## src/rtl/muldiv_unit.sv

```systemverilog
// ============================================================================
// Module   : muldiv_unit
// Purpose  : Iterative RISC-V M-extension multiply/divide with valid/ready handshake.
//            Define MULDIV_EARLY_OUT_EN to finish trivial ops in one edge.
// Revision : 1.0 - initial release
// ============================================================================
`default_nettype none

module muldiv_unit #(
  parameter int XLEN  = 64,
  parameter int TAG_W = 5
) (
  input  logic             clk,
  input  logic             rst,
  input  logic             flush,
  input  logic             in_valid,
  output logic             in_ready,
  input  logic [2:0]       op,
  input  logic [XLEN-1:0]  operand1,
  input  logic [XLEN-1:0]  operand2,
  input  logic [TAG_W-1:0] in_tag,
  output logic             out_valid,
  input  logic             out_ready,
  output logic [XLEN-1:0]  result,
  output logic [TAG_W-1:0] out_tag,
  output logic             busy
);

  localparam int                CNT_W  = $clog2(XLEN + 1);
  localparam logic [CNT_W-1:0]  C_LAST = CNT_W'(XLEN);

  typedef enum logic [1:0] {
    IDLE = 2'd0,
    BUSY = 2'd1,
    DONE = 2'd2
  } state_t;

  state_t             r_state, w_next;
  logic [2:0]         r_op;
  logic [XLEN-1:0]    r_hi, r_lo, r_div;
  logic [CNT_W-1:0]   r_cnt;
  logic               r_neg, r_neg_rem, r_early;
  logic [TAG_W-1:0]   r_tag_pend, r_out_tag;
  logic [XLEN-1:0]    r_result;

  logic               w_accept, w_sgn1, w_sgn2, w_neg1, w_neg2, w_div0, w_early;
  logic [XLEN-1:0]    w_mag1, w_mag2, w_early_res;

  assign in_ready  = (r_state == IDLE) & ~rst;
  assign w_accept  = in_valid & in_ready & ~flush;
  assign out_valid = (r_state == DONE);
  assign busy      = (r_state == BUSY) | (r_state == DONE);
  assign result    = r_result;
  assign out_tag   = r_out_tag;

  // MUL takes the unsigned path: its low half is sign-independent.
  assign w_sgn1 = (op == 3'b001) | (op == 3'b010) | (op == 3'b100) | (op == 3'b110);
  assign w_sgn2 = (op == 3'b001) | (op == 3'b100) | (op == 3'b110);
  assign w_neg1 = w_sgn1 & operand1[XLEN-1];
  assign w_neg2 = w_sgn2 & operand2[XLEN-1];
  assign w_mag1 = w_neg1 ? -operand1 : operand1;
  assign w_mag2 = w_neg2 ? -operand2 : operand2;
  assign w_div0 = (operand2 == '0);

`ifdef MULDIV_EARLY_OUT_EN
  logic w_ovf;
  assign w_ovf = ((op == 3'b100) | (op == 3'b110)) &
                 (operand1 == {1'b1, {(XLEN-1){1'b0}}}) & (operand2 == '1);
  assign w_early = op[2] ? (w_div0 | w_ovf) : ((operand1 == '0) | (operand2 == '0));
  assign w_early_res = !op[2] ? '0 :
                       w_div0 ? (op[1] ? operand1 : '1) :
                                (op[1] ? '0 : operand1);
`else
  assign w_early     = 1'b0;
  assign w_early_res = '0;
`endif

  // One step of shift-add multiply and of restoring divide.
  logic [XLEN:0] w_msum, w_dshift, w_ddiff;
  logic          w_dok;
  assign w_msum   = {1'b0, r_hi} + (r_lo[0] ? {1'b0, r_div} : '0);
  assign w_dshift = {r_hi, r_lo[XLEN-1]};
  assign w_ddiff  = w_dshift - {1'b0, r_div};
  assign w_dok    = ~w_ddiff[XLEN];

  // Sign fix-up; overflow falls out naturally, divide-by-zero clears r_neg at accept.
  logic [2*XLEN-1:0] w_prod;
  logic [XLEN-1:0]   w_quo, w_rem, w_fix;
  assign w_prod = r_neg ? -{r_hi, r_lo} : {r_hi, r_lo};
  assign w_quo  = r_neg ? -r_lo : r_lo;
  assign w_rem  = r_neg_rem ? -r_hi : r_hi;

  always_comb begin
    w_fix = '0;
    if (r_early) begin
      w_fix = r_lo;
    end else begin
      case (r_op)
        3'b000:                 w_fix = w_prod[XLEN-1:0];
        3'b001, 3'b010, 3'b011: w_fix = w_prod[2*XLEN-1:XLEN];
        3'b100, 3'b101:         w_fix = w_quo;
        default:                w_fix = w_rem;
      endcase
    end
  end

  always_ff @(posedge clk) begin
    if (rst) r_state <= IDLE;
    else     r_state <= w_next;
  end

  always_comb begin
    w_next = r_state;
    case (r_state)
      IDLE: if (w_accept) w_next = BUSY;
      BUSY: begin
        if (flush)                w_next = IDLE;
        else if (r_cnt == C_LAST) w_next = DONE;
      end
      DONE: if (flush | out_ready) w_next = IDLE;
      default: w_next = IDLE;
    endcase
  end

  always_ff @(posedge clk) begin
    if (rst) begin
      r_op       <= '0;
      r_hi       <= '0;
      r_lo       <= '0;
      r_div      <= '0;
      r_cnt      <= '0;
      r_neg      <= 1'b0;
      r_neg_rem  <= 1'b0;
      r_early    <= 1'b0;
      r_tag_pend <= '0;
      r_out_tag  <= '0;
      r_result   <= '0;
    end else if (w_accept) begin
      r_op       <= op;
      r_tag_pend <= in_tag;
      r_hi       <= '0;
      r_early    <= w_early;
      r_cnt      <= w_early ? C_LAST : '0;
      r_lo       <= w_early ? w_early_res : (op[2] ? w_mag1 : w_mag2);
      r_div      <= op[2] ? w_mag2 : w_mag1;
      r_neg      <= (w_neg1 ^ w_neg2) & ~(op[2] & w_div0);
      r_neg_rem  <= w_neg1;
    end else if (r_state == BUSY && !flush) begin
      if (r_cnt != C_LAST) begin
        r_cnt <= r_cnt + 1'b1;
        if (r_op[2]) begin
          r_hi <= w_dok ? w_ddiff[XLEN-1:0] : w_dshift[XLEN-1:0];
          r_lo <= {r_lo[XLEN-2:0], w_dok};
        end else begin
          r_hi <= w_msum[XLEN:1];
          r_lo <= {w_msum[0], r_lo[XLEN-1:1]};
        end
      end else begin
        r_result  <= w_fix;
        r_out_tag <= r_tag_pend;
      end
    end
  end

endmodule

`default_nettype wire

```

## config.mk

```make
export PLATFORM = sky130hd
export DESIGN_NAME = muldiv_unit
export DESIGN_NICKNAME = d
export VERILOG_FILES = /design/src/rtl/muldiv_unit.sv
export SDC_FILE = /design/constraint.sdc
export NUM_CORES = 1
export LEC_CHECK = 0
export CAP_MARGIN = 0
export CORE_ASPECT_RATIO = 0.75
export CORE_MARGIN = 4
export CORE_UTILIZATION = 55
export DETAILED_ROUTE_END_ITERATION = 6
export PLACE_DENSITY = 0.75
export SLEW_MARGIN = 20
export SYNTH_ARGS = -nofsm -noshare
export SYNTH_HDL_FRONTEND = slang
export SYNTH_SLANG_ARGS = --single-unit
export TNS_END_PERCENT = 30
```

## constraint.sdc

```tcl
create_clock -name clk -period 4.65 [get_ports clk]
set_clock_uncertainty 0.15 [all_clocks]
set_input_delay 0.93 -clock clk [delete_from_list [all_inputs] [get_ports clk]]
set_output_delay 0.93 -clock clk [all_outputs]
set_load 0.03 [all_outputs]
```

==> impl_metrics.toml <==
[timing]
hold_viol_final = 0
maxSlewHeadroom = 0.343
rsz0062_at_grt = "false"
tightest_slew_ps = 983
max_freq_mhz = 224
setup_viol = 0
drv_slew = 0
period_share = 0.960
period_minus_slack_ps = 4460

[setup_path]
worstSetupPathType = "flop to flop"
cp.arrival_ps = 4770
crit_required_ps = 4960
r2r_slack_ps = 190
cp_slowest_stage_delay_ps = 710
cp_cell_sequence = "or4_1 > nor4_2 > nand2_1 > nor4_1 > nand2_1 > o21a_1 > a21oi_1 > xor2_1 > o21ai_0 > o21ai_0 > nor2_1"
cp_slowest_cell = "or4_1"
startpoint_type = "flop"
endpoint_kind = "flop"
crit_fanout = 10

[die]
fp.dieArea_um2 = 57200
initial_core_util = 0.556
dieHeight_um = 208
num_rows = 73
ios = 213
coreArea_um2 = 52900
die_x_um = 275

[yosys]
ys_warn_count = 0
synth_compound_area_frac = 0.296
synth_top_family_by_area = "compound AO/OA/AOI/OAI gates"
synth_seq_cells = 280
yosysSeqAreaShare = 0.191
synth_cell_types = 89
syn_inst = 4221
synthesis.nets = 4501
synthAdderAreaFrac = 0.0597
synthSimpleGateAreaFrac = 0.231
synth-edff-count = 0
synth_xor_area_frac = 0.121
syn-cell-area_um2 = 29400
synth.mux.area_fraction = 0.0404
synth.avg_cell_area_um2 = 6.96
synth-main-ff-cell = "dfxtp_1"
async_flop_share = 0

[clocking]
clockBufferDepth = 3
clk_latency_ps = 610
post_cts_buffers = 0
cts-root-buf = "clkbuf_16"
h-tree-depth = 1
cts.clk_slew.worst_paths_ps = 60
cts_buffers = 31
clock-sinks = 280
cts_tree = "done"

[route]
vias = 34200
wl_um = 132000
drc_errors = 0
drt_iter0_markers = 5100
firstDrtPassIters = 7
avgViaCountPerCell = 6.74
wl_per_cell_um = 26.0
ant_nets = 0

[cells_and_area]
fin_nets = 4627
layout.cells.most_common = "nor2_1"
drive_gt1_frac = 0.0842
syn_to_final_growth_pct = 16.1
final_cell_count_no_fill = 5083
layout_common_cells = "457 x nor2_1, 445 x nand2_1, 393 x a21oi_1"
finalCoreUtilization = 0.645

[placement]
routabilityCongestion = 1.06
dpl.cell_count = 5026
place_hpwl_um = 103000
numPortBuffers = 212

[pwr]
power_density_nw_per_um2 = 438
p_leak_nw = 13.2
ir_drop_mv = 0.359

[global_routing]
grt-ovfl-total = 0
globalRouteTotalUtil = 0.435
grt_pass1_vias = 30400
grt_pass1_wl_um = 193000
grt_start_max_net_pins = 151
antenna_found_initial = 4

[job]
drv_cap = 0

[hold_path]
hp-class = "flop to flop"

[run_status]
status = "completed"
==> cell families (layout without fill, tap and decap cells) <==
| kind of cell | count (synthesis) | count (layout) |
|---|---|---|
| AOI/OAI and AO/OA | 1365 | 1365 |
| other | 0 | 1 |
| muxes | 116 | 116 |
| and+or+nand+nor | 1445 | 1445 |
| xor gates and xnor gates | 407 | 407 |
| DFF | 280 | 280 |
| buffers and inverters | 469 | 618 |
| adders and majority gates | 139 | 139 |
==> per-layer routing <==
metal / global-route usage / wire, um / part of all wire
met1: 0.608 / 53100 / 0.40
met2: 0.597 / 50900 / 0.39
met3: 0.139 / 19500 / 0.15
met4: 0.220 / 8520 / 0.065
met5: 0 / 37 / 0.00028
==> worst max-delay path, delay by kind of cell, from the launching register on <==
family,cells,cell delay [ps]
XOR/XNOR,1,520
AO/OA/AOI/OAI,4,990
flip-flops,1,310
AND/OR/NAND/NOR,6,2340
==> synth_stat cells, types with 25 or more instances <==
cell | instances | area, um^2
nor2_1 | 461 | 1730
nand2_1 | 445 | 1670
a21oi_1 | 395 | 1980
clkbuf_1 | 306 | 1150
o21ai_0 | 306 | 1530
dfxtp_1 | 280 | 5610
xnor2_1 | 227 | 1990
xor2_1 | 180 | 1580
ha_1 | 137 | 1710
o211ai_1 | 133 | 998
nor3_1 | 121 | 606
inv_1 | 116 | 435
a211oi_1 | 94 | 706
mux2i_1 | 94 | 941
a21o_1 | 76 | 571
nand3_1 | 61 | 305
nand4_1 | 59 | 369
o31ai_1 | 52 | 390
nor4_1 | 51 | 319
or3_1 | 47 | 294
a31oi_1 | 43 | 269
or4_1 | 35 | 263
and3_1 | 34 | 213
o221ai_1 | 32 | 280
o41ai_1 | 31 | 272
o22ai_1 | 25 | 156
==> final cells by class <==
cell class	count	area [um^2]
antenna	1	2.50
clock buffer	45	920
clock inverter	11	214
fill	4895	18800
inverter	118	445
multi-input combinational	3472	22100
sequential	280	5610
tap	712	891
timing repair buffer	444	3950
==> final timing paths <==
kind	startpoint	end	cells after the start
worst max-delay path	r_lo[10]$_SDFFE_PP0P_	result[44]$_SDFFE_PP0P_	11
worst min-delay path	r_div[10]$_SDFFE_PP0P_	r_div[10]$_SDFFE_PP0P_	2
worst max register to register	r_lo[10]$_SDFFE_PP0P_	result[44]$_SDFFE_PP0P_	11
worst min register to register	r_div[10]$_SDFFE_PP0P_	r_div[10]$_SDFFE_PP0P_	2
==> sequential cells by signal (all words and copies together) (netlist names) <==
signal and cells:
r_lo 64, r_neg 1, out_tag 5, r_cnt 7, r_state 2, r_neg_rem 1
r_div 64, r_hi 64, result 64, r_op 3, r_tag_pend 5
==> through the flow <==
| stage | cell area (um^2) | TNS (ps) | hold slack (ps) | total power [mW] | worst slack [ps] |
|---|---|---|---|---|---|
| after global placement | 32900 | -212 | 289 | 11.6 | -212 |
| after CTS | 34100 | 0 | 302 | 14.4 | 145 |
| after floorplan | 29400 | 0 | 282 | 8.57 | 690 |
| final | 34100 | 0 | 305 | 15.0 | 186 |
| after global routing | 34100 | 0 | 316 | 15.5 | 69.2 |
| after detailed placement | 32900 | 0 | 293 | 11.6 | 96.3 |
==> report_power, final <==
group | leakage (nW) | internal, mW | switching (mW) | total (mW)
Clock | 0.549 | 1.69 | 1.11 | 2.81
Sequential | 2.27 | 2.62 | 0.344 | 2.97
Combinational | 10.4 | 3.27 | 5.92 | 9.18
Total | 13.2 | 7.59 | 7.37 | 15.0
==> repair_timing <==
| item | CTS | global route |
|---|---|---|
| endpoints found under the setup margin | 0 | 51 |
| gates resized for setup | 0 | 11 |
| hold buffers | 0 | 0 |
| endpoints found under the hold margin | 0 | 0 |
(Power assumes the default switching activity.)
